`src/rtl/stopwatch_match_unit_if.sv`:
```
// Bus bundle for stopwatch_match_unit: count feed, compare-register writes,
// per-channel arm/clear, and the registered match outputs.
interface stopwatch_match_unit_if #(
    parameter int WIDTH    = 19,
    parameter int CHANNELS = 4
);
    localparam int SEL_W = (CHANNELS > 1) ? $clog2(CHANNELS) : 1;

    logic [WIDTH-1:0]    count;
    logic                count_valid;
    logic                wr_en;
    logic [SEL_W-1:0]    wr_sel;
    logic [WIDTH-1:0]    wr_data;
    logic [CHANNELS-1:0] arm;
    logic [CHANNELS-1:0] clr;
    logic [CHANNELS-1:0] armed;
    logic [CHANNELS-1:0] match_flag;
    logic                match_pulse;
    logic [SEL_W-1:0]    match_ch;

    modport master (
        output count, count_valid, wr_en, wr_sel, wr_data, arm, clr,
        input  armed, match_flag, match_pulse, match_ch
    );

    modport slave (
        input  count, count_valid, wr_en, wr_sel, wr_data, arm, clr,
        output armed, match_flag, match_pulse, match_ch
    );
endinterface

```
`src/rtl/stopwatch_match_unit.sv`:
```
// Multi-channel count-match unit: CHANNELS programmable compare registers, each with
// an IDLE/ARMED/FIRED machine. Define MATCH_GE_EN to fire on count >= cmp instead of ==.
module stopwatch_match_unit #(
    parameter int WIDTH    = 19,
    parameter int CHANNELS = 4
) (
    input  logic                   clk,
    input  logic                   rst_n,
    stopwatch_match_unit_if.slave  bus
);
    localparam int SEL_W = (CHANNELS > 1) ? $clog2(CHANNELS) : 1;

    typedef enum logic [1:0] {
        IDLE  = 2'd0,
        ARMED = 2'd1,
        FIRED = 2'd2
    } state_t;

    state_t              state_q [CHANNELS];
    state_t              state_d [CHANNELS];
    logic [WIDTH-1:0]    cmp_q   [CHANNELS];
    logic [CHANNELS-1:0] wr_hit;
    logic [CHANNELS-1:0] hit;
    logic [CHANNELS-1:0] fire;
    logic [CHANNELS-1:0] armed_q;
    logic [CHANNELS-1:0] flag_q;
    logic                pulse_d, pulse_q;
    logic [SEL_W-1:0]    ch_d, ch_q;

    // NOTE: every variable written here gets a default first, so no path leaves
    // a value held and no latch is inferred.
    always_comb begin
        pulse_d = 1'b0;
        ch_d    = '0;
        for (int i = 0; i < CHANNELS; i++) begin
            wr_hit[i]  = bus.wr_en && (bus.wr_sel == SEL_W'(i));
`ifdef MATCH_GE_EN
            hit[i]     = (bus.count >= cmp_q[i]);
`else
            hit[i]     = (bus.count == cmp_q[i]);
`endif
            state_d[i] = state_q[i];
            // Per-channel priority: write-disarm > clr > match > arm.
            unique case (state_q[i])
                IDLE: begin
                    if (!wr_hit[i] && !bus.clr[i] && bus.arm[i]) state_d[i] = ARMED;
                end
                ARMED: begin
                    if (wr_hit[i] || bus.clr[i])           state_d[i] = IDLE;
                    else if (bus.count_valid && hit[i])    state_d[i] = FIRED;
                end
                FIRED: begin
                    if (wr_hit[i] || bus.clr[i])           state_d[i] = IDLE;
                end
                default: state_d[i] = IDLE;
            endcase
            fire[i] = (state_q[i] == ARMED) && (state_d[i] == FIRED);
        end
        pulse_d = |fire;
        // Scan downwards so the lowest firing index is the last one written.
        for (int i = CHANNELS - 1; i >= 0; i--) begin
            if (fire[i]) ch_d = SEL_W'(i);
        end
    end

    // NOTE: the compare registers are a small flop array, not RAM, and are reset
    // because a channel armed straight after reset must compare against 0.
    always_ff @(posedge clk or negedge rst_n) begin
        if (!rst_n) begin
            for (int i = 0; i < CHANNELS; i++) begin
                cmp_q[i]   <= '0;
                state_q[i] <= IDLE;
            end
            armed_q <= '0;
            flag_q  <= '0;
            pulse_q <= 1'b0;
            ch_q    <= '0;
        end else begin
            // NOTE: sequential state uses non-blocking assignments only, so every
            // flop samples values from before this edge.
            for (int i = 0; i < CHANNELS; i++) begin
                if (wr_hit[i]) cmp_q[i] <= bus.wr_data;
                state_q[i] <= state_d[i];
                armed_q[i] <= (state_d[i] == ARMED);
                flag_q[i]  <= (state_d[i] == FIRED);
            end
            pulse_q <= pulse_d;
            ch_q    <= ch_d;
        end
    end

    assign bus.armed       = armed_q;
    assign bus.match_flag  = flag_q;
    assign bus.match_pulse = pulse_q;
    assign bus.match_ch    = ch_q;
endmodule

```
`src/flat_wrapper.sv`:
```
// flat-port wrapper written by rule: the top's interface ports become plain ports
module stopwatch_match_unit_flat 
#(
    parameter int WIDTH    = 19,
    parameter int CHANNELS = 4
)
  (clk, rst_n, bus_count, bus_count_valid, bus_wr_en, bus_wr_sel, bus_wr_data, bus_arm, bus_clr, bus_armed, bus_match_flag, bus_match_pulse, bus_match_ch);
  stopwatch_match_unit_if #(.WIDTH(WIDTH), .CHANNELS(CHANNELS)) bus_i ();
  input  logic clk;
  input  logic rst_n;
  input wire logic [$bits(bus_i.count)-1:0] bus_count;
  input wire logic [$bits(bus_i.count_valid)-1:0] bus_count_valid;
  input wire logic [$bits(bus_i.wr_en)-1:0] bus_wr_en;
  input wire logic [$bits(bus_i.wr_sel)-1:0] bus_wr_sel;
  input wire logic [$bits(bus_i.wr_data)-1:0] bus_wr_data;
  input wire logic [$bits(bus_i.arm)-1:0] bus_arm;
  input wire logic [$bits(bus_i.clr)-1:0] bus_clr;
  output wire logic [$bits(bus_i.armed)-1:0] bus_armed;
  output wire logic [$bits(bus_i.match_flag)-1:0] bus_match_flag;
  output wire logic [$bits(bus_i.match_pulse)-1:0] bus_match_pulse;
  output wire logic [$bits(bus_i.match_ch)-1:0] bus_match_ch;
  assign bus_i.count = bus_count;
  assign bus_i.count_valid = bus_count_valid;
  assign bus_i.wr_en = bus_wr_en;
  assign bus_i.wr_sel = bus_wr_sel;
  assign bus_i.wr_data = bus_wr_data;
  assign bus_i.arm = bus_arm;
  assign bus_i.clr = bus_clr;
  assign bus_armed = bus_i.armed;
  assign bus_match_flag = bus_i.match_flag;
  assign bus_match_pulse = bus_i.match_pulse;
  assign bus_match_ch = bus_i.match_ch;
  stopwatch_match_unit #(.WIDTH(WIDTH), .CHANNELS(CHANNELS)) u_core (.clk(clk), .rst_n(rst_n), .bus(bus_i));
endmodule
```
`config.mk`:
```
export PLATFORM = sky130hd
export DESIGN_NAME = stopwatch_match_unit_flat
export DESIGN_NICKNAME = d
export VERILOG_FILES = /design/src/rtl/stopwatch_match_unit_if.sv /design/src/rtl/stopwatch_match_unit.sv /design/src/flat_wrapper.sv
export SDC_FILE = /design/constraint.sdc
export NUM_CORES = 1
export LEC_CHECK = 0
export BUFFER_PORTS_ARGS = -buffer_cell sky130_fd_sc_hd__buf_2
export CAP_MARGIN = 30
export CORE_MARGIN = 3
export CORE_UTILIZATION = 64
export CTS_BUF_LIST = sky130_fd_sc_hd__clkbuf_2 sky130_fd_sc_hd__clkbuf_4 sky130_fd_sc_hd__clkbuf_8
export DETAILED_ROUTE_END_ITERATION = 10
export PLACE_DENSITY = 0.88
export SYNTH_ARGS = -nofsm -noshare
export SYNTH_HDL_FRONTEND = slang
export SYNTH_SLANG_ARGS = --single-unit
```
`constraint.sdc`:
```
create_clock -name clk -period 3.71 [get_ports clk]
set_input_delay 1.113 -clock clk [delete_from_list [all_inputs] [get_ports clk]]
set_output_delay 1.113 -clock clk [all_outputs]
set_load 0.02 [all_outputs]
```
==> run_results.csv, run 1 <==
group,metric,value,unit
logic_synthesis,yosys_warnings,0,
final_layout,fillers,391,
status,status,"completed",
critical_path,worstPathRequired,4.00,ns
grt,grt_max_degree,56,
detailed_routing,met3_length,685,um
timing,tightest_slew,0.760,ns
logic_synthesis,synth.distinct_cells,30,
grt,grt_pass1_vias,3344,
flow_run,maxCapViolCount,0,
critical_path,cp.arrival,2.85,ns
detailed_routing,vias_per_cell,5.87,
power,ir_drop,0.378,mV
timing,hold_viol,0,
die,die_w,89.5,um
timing,maxSlewViolCount,0,
critical_path,critPathCaptureType,"register",
logic_synthesis,synth.net_count,434,
detailed_routing,dr.max_layer_used,"met4",
detailed_routing,wl_met1,4200,um
cts,ctsResizeCount,0,
detailed_routing,first_pass_iters,4,
detailed_routing,wl_met2,5220,um
die,core,0.00657,mm2
final_layout,finalNetCount,500,
critical_path,ff2ff_path_depth,5,
grt,overflow,0,
critical_path,crit_type,"input port to register",
die,num_rows,29,
detailed_routing,drc,0,
cts,clockBufferDepth,2,
cts,post_cts_buffers,0,
logic_synthesis,async_flop_share,100,%
logic_synthesis,syn_area,0.00446,mm2
detailed_routing,vias,3199,
timing,finalClockSkew,0.00671,ns
die,num_io_pins,63,
logic_synthesis,ys_seq_area_share,53.3,%
critical_path,critPathMaxFanout,4,
logic_synthesis,synthCells,382,
detailed_routing,wirelength,10400,um
placement,place_congestion,0.877,
timing,slew_headroom,49.3,%
cts,cts_inserted_buffers,9,
timing,setup_tns,0,ns
timing,fin_crit,2.57,ns
cts,hold_buffers,0,
cts,worst_skew_pair.late_latency,0.36,ns
logic_synthesis,synth_largest_area_cell,"dfrtp_1",
placement,portBuffers,62,
timing,rsz0062_at_grt,"false",
placement,place_area,0.00490,mm2
detailed_routing,routedWlPerCell,19.1,um
grt,grt_pass1_wl,16600,um
power,powerDensity,488,mW/mm2
final_layout,areaGrowthSynthToFinish,14.5,%
logic_synthesis,synth.ff_latch_count,95,
cts,cts.sinks,95,
logic_synthesis,synth-edff-count,0,
cts,clk_pin_slew,0.09,ns
grt,antenna_found_initial,0,
timing,period_share,69.1,%
logic_synthesis,syn_area_per_cell,11.7,um2
logic_synthesis,synth_area_leaders,"dfrtp_1 (53%), mux2_2 (14%), xnor2_1 (10%)",
final_layout,n_antenna_cell,0,
logic_synthesis,ys.flop_type,"dfrtp_1",
final_layout,final_cell_area,0.00511,mm2
timing,setup_viol,0,
detailed_routing,drt_iter0_markers,236,
timing,max_freq,0.390,GHz
die,dieArea,0.00801,mm2
min_path,min_path_cells,1,
min_path,hold_path_class,"register to register",
placement,hpwlAfterDp,7550,um
power,p_leak,2.31,nW
cts,tritoncts,"yes",
die,initial_core_util,68.0,%
die,die_y,89.5,um
cts,root_buffer,"clkbuf_8",
cts,htree_levels,3,
grt,grtUsageTotal,28.4,%
critical_path,cp-start-kind,"input port",
final_layout,drive_gt1_share,31.2,%
logic_synthesis,yosysTopAreaCellShare,53.3,%
detailed_routing,antenna_left,0,
## layer usage
layer,vias up,global-route usage (%)
met5,-,0
met4,0,10.6
met3,28,6.82
met2,121,48.4
met1,1608,35.0
li1,1442,-
## where the power goes
group          switching [mW]  total (mW)  internal, mW
registers               0.115        1.31          1.19
logic                   0.239       0.492         0.254
clock network           0.346       0.693         0.347
total                   0.699        2.49          1.79
## worst max-delay path: stages
cell	delay, ns
buf_2	0.14
xor2_1	0.20
nor4_1	0.44
nand3_1	0.22
or4_4	0.60
a2bb2oi_1	0.14
## logic make-up (layout without fill, tap and decap cells)
logic type / Yosys count / after routing / synth area share [%]
simple gates: 126 / 126 / 14.0
buf+inv: 14 / 84 / 1.18
compound gates: 14 / 14 / 2.24
xor+xnor: 76 / 76 / 14.9
mux: 57 / 57 / 14.4
flops: 95 / 95 / 53.3
## metrics by stage
stage               hold slack [ns]  power, mW  utilization (%)  instances  worst slack [ns]
floorplan                     0.446       1.62                -        382              1.30
global placement              0.461       1.78             74.7        530             0.846
detailed placement            0.483       1.81             74.7        530             0.773
CTS                           0.505       2.50             77.8        545              1.15
global route                  0.530       2.61             77.8        545             0.997
finish                        0.502       2.49             77.8        545              1.14
## final timing paths
| kind | start | to | slack (ns) |
|---|---|---|---|
| worst min-delay path | u_core.state_q[3] | u_core.bus.armed[2] | 0.50 |
| min in group asynchronous | rst_n | u_core.cmp_q[6] | 0.80 |
| max in group asynchronous | rst_n | u_core.cmp_q[30] | 2.22 |
| worst max register to register | u_core.cmp_q[55] | u_core.bus.match_ch[0] | 1.67 |
| worst max-delay path | bus_count[17] | u_core.bus.match_ch[0] | 1.14 |
| worst min register to register | u_core.state_q[3] | u_core.bus.armed[2] | 0.50 |
## registers in the layout, summed over array words and instances, names as in the netlist
register                cells
u_core.bus.armed            4
u_core.cmp_q               76
u_core.state_q              8
u_core.bus.match_ch         2
u_core.bus.match_pulse      1
u_core.bus.match_flag       4
## synthesized netlist by cell type (all sizes together), types with 3 or more instances
cell and number:
mux2 57, nand2b 3, clkbuf 11, nor3 7, dfrtp 95, a211oi 4, xor2 24, nand3b 3
xnor2 52, nand2 62, nand4 14, nand3 3, a31oi 3, nor4 10, nor2b 4, nor2 8
## cell usage in the layout (no fill, tap or decap), drive strengths merged, types with 2 or more instances in the layout
cell type | netlist | layout
nand3b | 3 | 3
clkbuf | 11 | 11
dfrtp | 95 | 95
a211oi | 4 | 4
nor2 | 8 | 8
nor2b | 4 | 4
mux2 | 57 | 57
nor3b | 2 | 2
a2bb2oi | 2 | 2
xor2 | 24 | 24
nor3 | 7 | 7
xnor2 | 52 | 52
inv | 2 | 2
a31oi | 3 | 3
o211ai | 2 | 2
nand2 | 62 | 62
or3 | 2 | 2
buf | 1 | 67
nor4bb | 2 | 2
and3 | 2 | 2
nor4 | 10 | 10
nand3 | 3 | 3
clkinv | 0 | 2
nand2b | 3 | 3
a21oi | 2 | 2
nand4 | 14 | 14
## final cells by class
cell class / instances / area (um2) / area share, %
clock buffer: 11 / 151 / 2.96
clock inverter: 4 / 55.1 / 1.08
inverter: 2 / 7.51 / 0.147
multi-input combinational: 273 / 2040 / 39.9
sequential: 95 / 2380 / 46.5
tap: 93 / 116 / 2.28
timing repair buffer: 67 / 363 / 7.10
No activity file was read; power rests on OpenSTA's default activity.
==> inputs of run 2 (changes only) <==
Settings changed: ABC_AREA from default to 1, CORE_UTILIZATION 64 to 54, PLACE_DENSITY 0.88 to 0.78.
Clock period 3.71 ns to 2.1 ns, I/O delays scaled along.
==> run_results.csv, run 2 <==
group,metric,value,unit
timing,setup_tns,0,ns
timing,setup_slack,0.320,ns
critical_path,critPathMaxFanout,5,
timing,rsz0062_at_grt,"false",
critical_path,cp_top_family,"simple AND/OR/NAND/NOR gates",
power,p_leak,2.90,nW
timing,hold_viol,0,
timing,worst_hold_slack,0.202,ns
flow_run,maxCapViolCount,0,
critical_path,worstPathBufferInverterCount,2,
cts,hold_buffers,0,
detailed_routing,first_pass_iters,5,
detailed_routing,routedWlPerCell,15.2,um
final_layout,areaGrowthSynthToFinish,13.4,%
cts,clk_pin_slew,0.10,ns
critical_path,cp.arrival,2.05,ns
timing,finalClockSkew,0.0115,ns
cts,post_cts_buffers,0,
placement,portBuffers,62,
power,fin_total_pwr,4.49,mW
cts,root_buffer,"clkbuf_8",
logic_synthesis,yosys_warnings,0,
final_layout,drive_gt1_share,16.9,%
critical_path,worstPathRequired,2.37,ns
min_path,hold_path_class,"input port to async pin",
cts,tritoncts,"yes",
power,powerDensity,812,mW/mm2
power,ir_drop,0.381,mV
logic_synthesis,synth_area_leaders,"dfrtp_1 (49%), nand2_1 (15%), o21ai_0 (8.3%)",
cts,clockBufferDepth,2,
critical_path,crit_chain,"buf_2 -> inv_2 -> nand2_1 -> o21ai_1 -> nor2_1 -> nand3_1 -> nor2_1 -> nand3_1 -> nand2_1 -> nand3_1 -> nand2_1 -> nor2_2",
critical_path,critPathCaptureType,"register",
die,num_io_pins,63,
die,num_rows,34,
die,dieArea,0.0102,mm2
grt,grt_max_degree,39,
logic_synthesis,synth.distinct_cells,35,
logic_synthesis,synth.ff_latch_count,95,
grt,grt_pass1_vias,4073,
grt,antenna_found_initial,0,
logic_synthesis,syn_area_per_cell,7.63,um2
logic_synthesis,synthCells,638,
placement,hpwlAfterDp,9270,um
timing,max_freq,0.562,GHz
critical_path,crit_type,"input port to register",
logic_synthesis,async_flop_share,100,%
timing,tightest_slew,0.593,ns
timing,slew_headroom,60.4,%
logic_synthesis,synth_common_cells,"nand2_1 (201), dfrtp_1 (95), o21ai_0 (81), inv_1 (72), nor2_1 (40)",
final_layout,top_register,"u_core.cmp_q",
die,die_w,101,um
cts,ctsResizeCount,0,
detailed_routing,antenna_left,0,
timing,maxSlewViolCount,0,
final_layout,final_common_cell,"nand2_1",
cts,cts_inserted_buffers,9,
final_layout,mostFrequentLayoutCells,"nand2_1 (201), dfrtp_1 (95), o21ai_0 (81)",
logic_synthesis,ys_seq_area_share,48.8,%
logic_synthesis,yosysTopAreaCellShare,48.8,%
critical_path,slowest_stage,"nor2_1",
grt,grt_pass1_wl,19800,um
grt,overflow,0,
cts,htree_levels,3,
logic_synthesis,synth_largest_area_cell,"dfrtp_1",
die,die_y,101,um
timing,fin_crit,1.78,ns
logic_synthesis,yosysMostFrequentCell,"nand2_1",
logic_synthesis,synth-edff-count,0,
grt,grtUsageTotal,25.1,%
logic_synthesis,syn_area,0.00487,mm2
placement,pre_cts_ws,-0.0316,ns
timing,period_share,84.8,%
critical_path,slowest_delay,0.20,ns
logic_synthesis,ys.flop_type,"dfrtp_1",
detailed_routing,wirelength,12300,um
placement,place_congestion,0.922,
critical_path,cp-start-kind,"input port",
timing,setup_viol,0,
detailed_routing,vias_per_cell,5.23,
cts,worst_skew_pair.late_latency,0.37,ns
status,status,"completed",
logic_synthesis,synth.net_count,690,
final_layout,largestRegisters,"u_core.cmp_q: 76 flops, u_core.state_q: 8 flops",
detailed_routing,drc,0,
die,core,0.00872,mm2
final_layout,largest_register_ffs,76,
cts,cts.sinks,95,
die,initial_core_util,55.8,%
detailed_routing,vias,4242,
final_layout,finalNetCount,751,
detailed_routing,drt_iter0_markers,265,
final_layout,n_antenna_cell,0,
## run 2: cell types whose count changed in the layout (fill, tap and decap cells not counted), moves of 7 or more
cell / delta
nand2_1: +139
o21ai_0: +81
inv_1: +70
mux2_2: -57
xnor2_1: -33
nor2_1: +32
nand3_1: +20
inv_2: +19
xor2_1: -17
o21ai_1: +12
nor4_1: -9
a21oi_1: +7
nand4_1: -7
## run 2: stage by stage
| step | utilization (%) | cells | instance area [um2] |
|---|---|---|---|
| after detailed placement | 60.8 | 796 | 5300 |
| after global placement | 60.8 | 796 | 5300 |
| final | 63.3 | 811 | 5520 |
| after floorplan | - | 638 | 4870 |
| after global routing | 63.3 | 811 | 5520 |
| after CTS | 63.3 | 811 | 5520 |
## run 2: worst paths after layout
| kind | start | to | slack [ns] | depth (start not counted) |
|---|---|---|---|---|
| min in group clk | bus_wr_data[5] | u_core.cmp_q[24] | 0.48 | 3 |
| min reg2reg | u_core.cmp_q[58] | u_core.cmp_q[58] | 0.50 | 2 |
| min | rst_n | u_core.cmp_q[60] | 0.20 | 1 |
| max in group asynchronous | rst_n | u_core.cmp_q[30] | 1.34 | 2 |
| max | bus_count[11] | u_core.bus.match_ch[1] | 0.32 | 12 |
| max reg2reg | u_core.cmp_q[51] | u_core.bus.match_ch[1] | 0.34 | 10 |
## run 2: power by group
group / switching (mW) / leakage [nW] / internal (mW)
logic: 0.541 / 1.59 / 0.345
registers: 0.187 / 1.20 / 2.08
clock network: 0.639 / 0.112 / 0.699
## run 2: kinds of logic after synthesis
kind of cell / count (synthesis) / synth area share [%]
simple gates: 294 / 25.5
compound gates: 112 / 12.1
buf+inv: 111 / 8.97
flops: 95 / 48.8
xor+xnor: 26 / 4.68
## run 2: area by class of cell
cell class                      instances  area [um2]
Tap cell                              108         135
Fill cell                             783        3200
Multi-Input combinational cell        432        2060
Clock inverter                          5        82.6
Inverter                               92         345
Clock buffer                           10         138
Timing Repair Buffer                   69         390
Sequential cell                        95        2380
## run 2: per-layer routing
| metal | GRT usage, % | vias up | share of wire (%) |
|---|---|---|---|
| met1 | 34.5 | 1974 | 46 |
| met3 | 4.15 | 21 | 5.1 |
| met5 | 0 | - | 0 |
| met2 | 40.0 | 131 | 47 |
| li1 | - | 2116 | - |
| met4 | 9.71 | 0 | 2.1 |
## run 2: worst register-to-register path: cells and delay by family, from the launching register on
family / cells / cell delay (ns)
simple gates: 9 / 1.18
compound gates: 1 / 0.08
flops: 1 / 0.41
==> inputs of run 3 (changes only) <==
Settings changed: CORE_UTILIZATION 54 to 60, PLACE_DENSITY 0.78 to 0.82.
Clock period 2.1 ns to 1.7 ns, I/O delays scaled along.
==> run_results.csv, run 3 (synthesis gave the netlist of run 2 again) <==
group,metric,value,unit
detailed_routing,drc,0,
detailed_routing,routedWlPerCell,15.1,um
timing,maxSlewViolCount,0,
final_layout,fillers,638,
critical_path,crit_type,"register to register",
grt,grt_pass1_wl,20100,um
grt,overflow,0,
final_layout,finalNetCount,758,
die,initial_core_util,62.4,%
status,status,"completed",
timing,finalClockSkew,0.00825,ns
critical_path,critPathCaptureType,"register",
timing,setup_viol,0,
placement,pre_cts_ws,-0.215,ns
detailed_routing,antenna_left,0,
timing,period_share,92.0,%
timing,tightest_slew,0.383,ns
die,num_io_pins,63,
detailed_routing,vias,4401,
cts,cts.sinks,95,
power,p_leak,2.92,nW
flow_run,maxCapViolCount,0,
critical_path,worstPathBufferInverterCount,0,
critical_path,critPathMaxFanout,5,
critical_path,cp-start-kind,"register",
detailed_routing,vias_per_cell,5.41,
die,die_w,96.1,um
timing,slew_headroom,74.5,%
final_layout,top_register,"u_core.cmp_q",
timing,setup_slack,0.135,ns
grt,grtUsageTotal,28.4,%
placement,numPlacedInstances,796,
die,dieArea,0.00923,mm2
grt,antenna_found_initial,0,
placement,place_congestion,0.943,
final_layout,final_cells,813,
placement,hpwlAfterDp,9130,um
cts,root_buffer,"clkbuf_8",
critical_path,cp.arrival,1.84,ns
timing,hold_viol,0,
detailed_routing,wirelength,12300,um
final_layout,drive_gt1_share,18.6,%
timing,max_freq,0.639,GHz
power,ir_drop,0.564,mV
detailed_routing,first_pass_iters,5,
placement,portBuffers,62,
cts,clk_pin_slew,0.10,ns
critical_path,crit_chain,"nand2_1 -> o21ai_0 -> nor2_1 -> nand3_1 -> nor2_1 -> nand3_1 -> nand2_2 -> nand3_4 -> nand2_1 -> nor2_2",
cts,tritoncts,"yes",
power,fin_total_pwr,5.48,mW
critical_path,cp_top_family,"simple AND/OR/NAND/NOR gates",
timing,worst_hold_slack,0.105,ns
final_layout,largestRegisters,"u_core.cmp_q: 76 flops, u_core.state_q: 8 flops",
critical_path,slowest_stage,"dfrtp_1",
die,num_rows,32,
detailed_routing,dr.max_layer_used,"met4",
detailed_routing,wl_met2,6010,um
detailed_routing,wl_met1,5080,um
final_layout,largest_register_ffs,76,
die,core,0.00781,mm2
min_path,hold_path_class,"input port to async pin",
cts,worst_skew_pair.late_latency,0.37,ns
detailed_routing,drt_iter0_markers,332,
final_layout,final_cell_area,0.00560,mm2
critical_path,slowest_delay,0.42,ns
cts,cts_inserted_buffers,9,
timing,fin_crit,1.56,ns
power,powerDensity,979,mW/mm2
cts,clockBufferDepth,2,
grt,grt_pass1_vias,4323,
detailed_routing,met3_length,897,um
final_layout,areaGrowthSynthToFinish,14.9,%
final_layout,fin_util,71.7,%
cts,htree_levels,3,
cts,hold_buffers,0,
die,die_y,96.1,um
final_layout,n_antenna_cell,0,
final_layout,mostFrequentLayoutCells,"nand2_1 (200), dfrtp_1 (95), o21ai_0 (81)",
placement,place_area,0.00535,mm2
final_layout,final_common_cell,"nand2_1",
timing,setup_tns,0,ns
grt,grt_max_degree,56,
critical_path,worstPathRequired,1.98,ns
==> run 3: changes by cell type in the layout (fill, tap and decap cells not counted), sizes merged <==
cell and delta:
clkinvlp +3, buf +7, clkinv -1, bufinv -1
==> run 3: path summary, 6_finish.rpt <==
| path | from | end | slack [ns] | depth (start not counted) |
|---|---|---|---|---|
| min in group clk | bus_wr_data[15] | u_core.cmp_q[34] | 0.37 | 3 |
| max in group asynchronous | rst_n | u_core.cmp_q[16] | 1.31 | 2 |
| setup reg to reg | u_core.cmp_q[45] | u_core.bus.match_ch[1] | 0.14 | 10 |
| hold / removal | rst_n | u_core.cmp_q[60] | 0.11 | 2 |
| hold reg to reg | u_core.cmp_q[58] | u_core.cmp_q[58] | 0.51 | 2 |
| setup / recovery | u_core.cmp_q[45] | u_core.bus.match_ch[1] | 0.14 | 10 |
==> run 3: timing repair <==
action,in CTS,in global routing
setup buffers,0,1
endpoints found under the setup margin,0,5
gates resized for setup,0,6
==> run 3: cell type report <==
class	instances	area (um2)	area share [%]
clock inverters	6	70.1	1.25
repair buffers	76	455	8.14
well taps	102	128	2.28
flip-flops and latches	95	2380	42.5
multi-input cells	432	2080	37.2
clock buffers	10	138	2.46
inverters	92	345	6.17
==> run 3: worst reg2reg max path: stages (launching register included) <==
cell,delay (ns)
dfrtp_1,0.42
nand2_1,0.09
o21ai_0,0.10
nor2_1,0.17
nand3_1,0.12
nor2_1,0.10
nand3_1,0.15
nand2_2,0.12
nand3_4,0.09
nand2_1,0.10
nor2_2,0.03
==> run 3: where the power goes <==
group | total, mW | switching [mW] | internal [mW]
sequential | 2.80 | 0.235 | 2.56
combinational | 1.13 | 0.677 | 0.448
clock | 1.55 | 0.828 | 0.725
==> run 3: routing by layer <==
metal,track usage (%),vias up
met2,46.4,199
li1,-,2131
met1,38.2,2044
met3,4.07,27
met5,0,-
met4,11.0,0
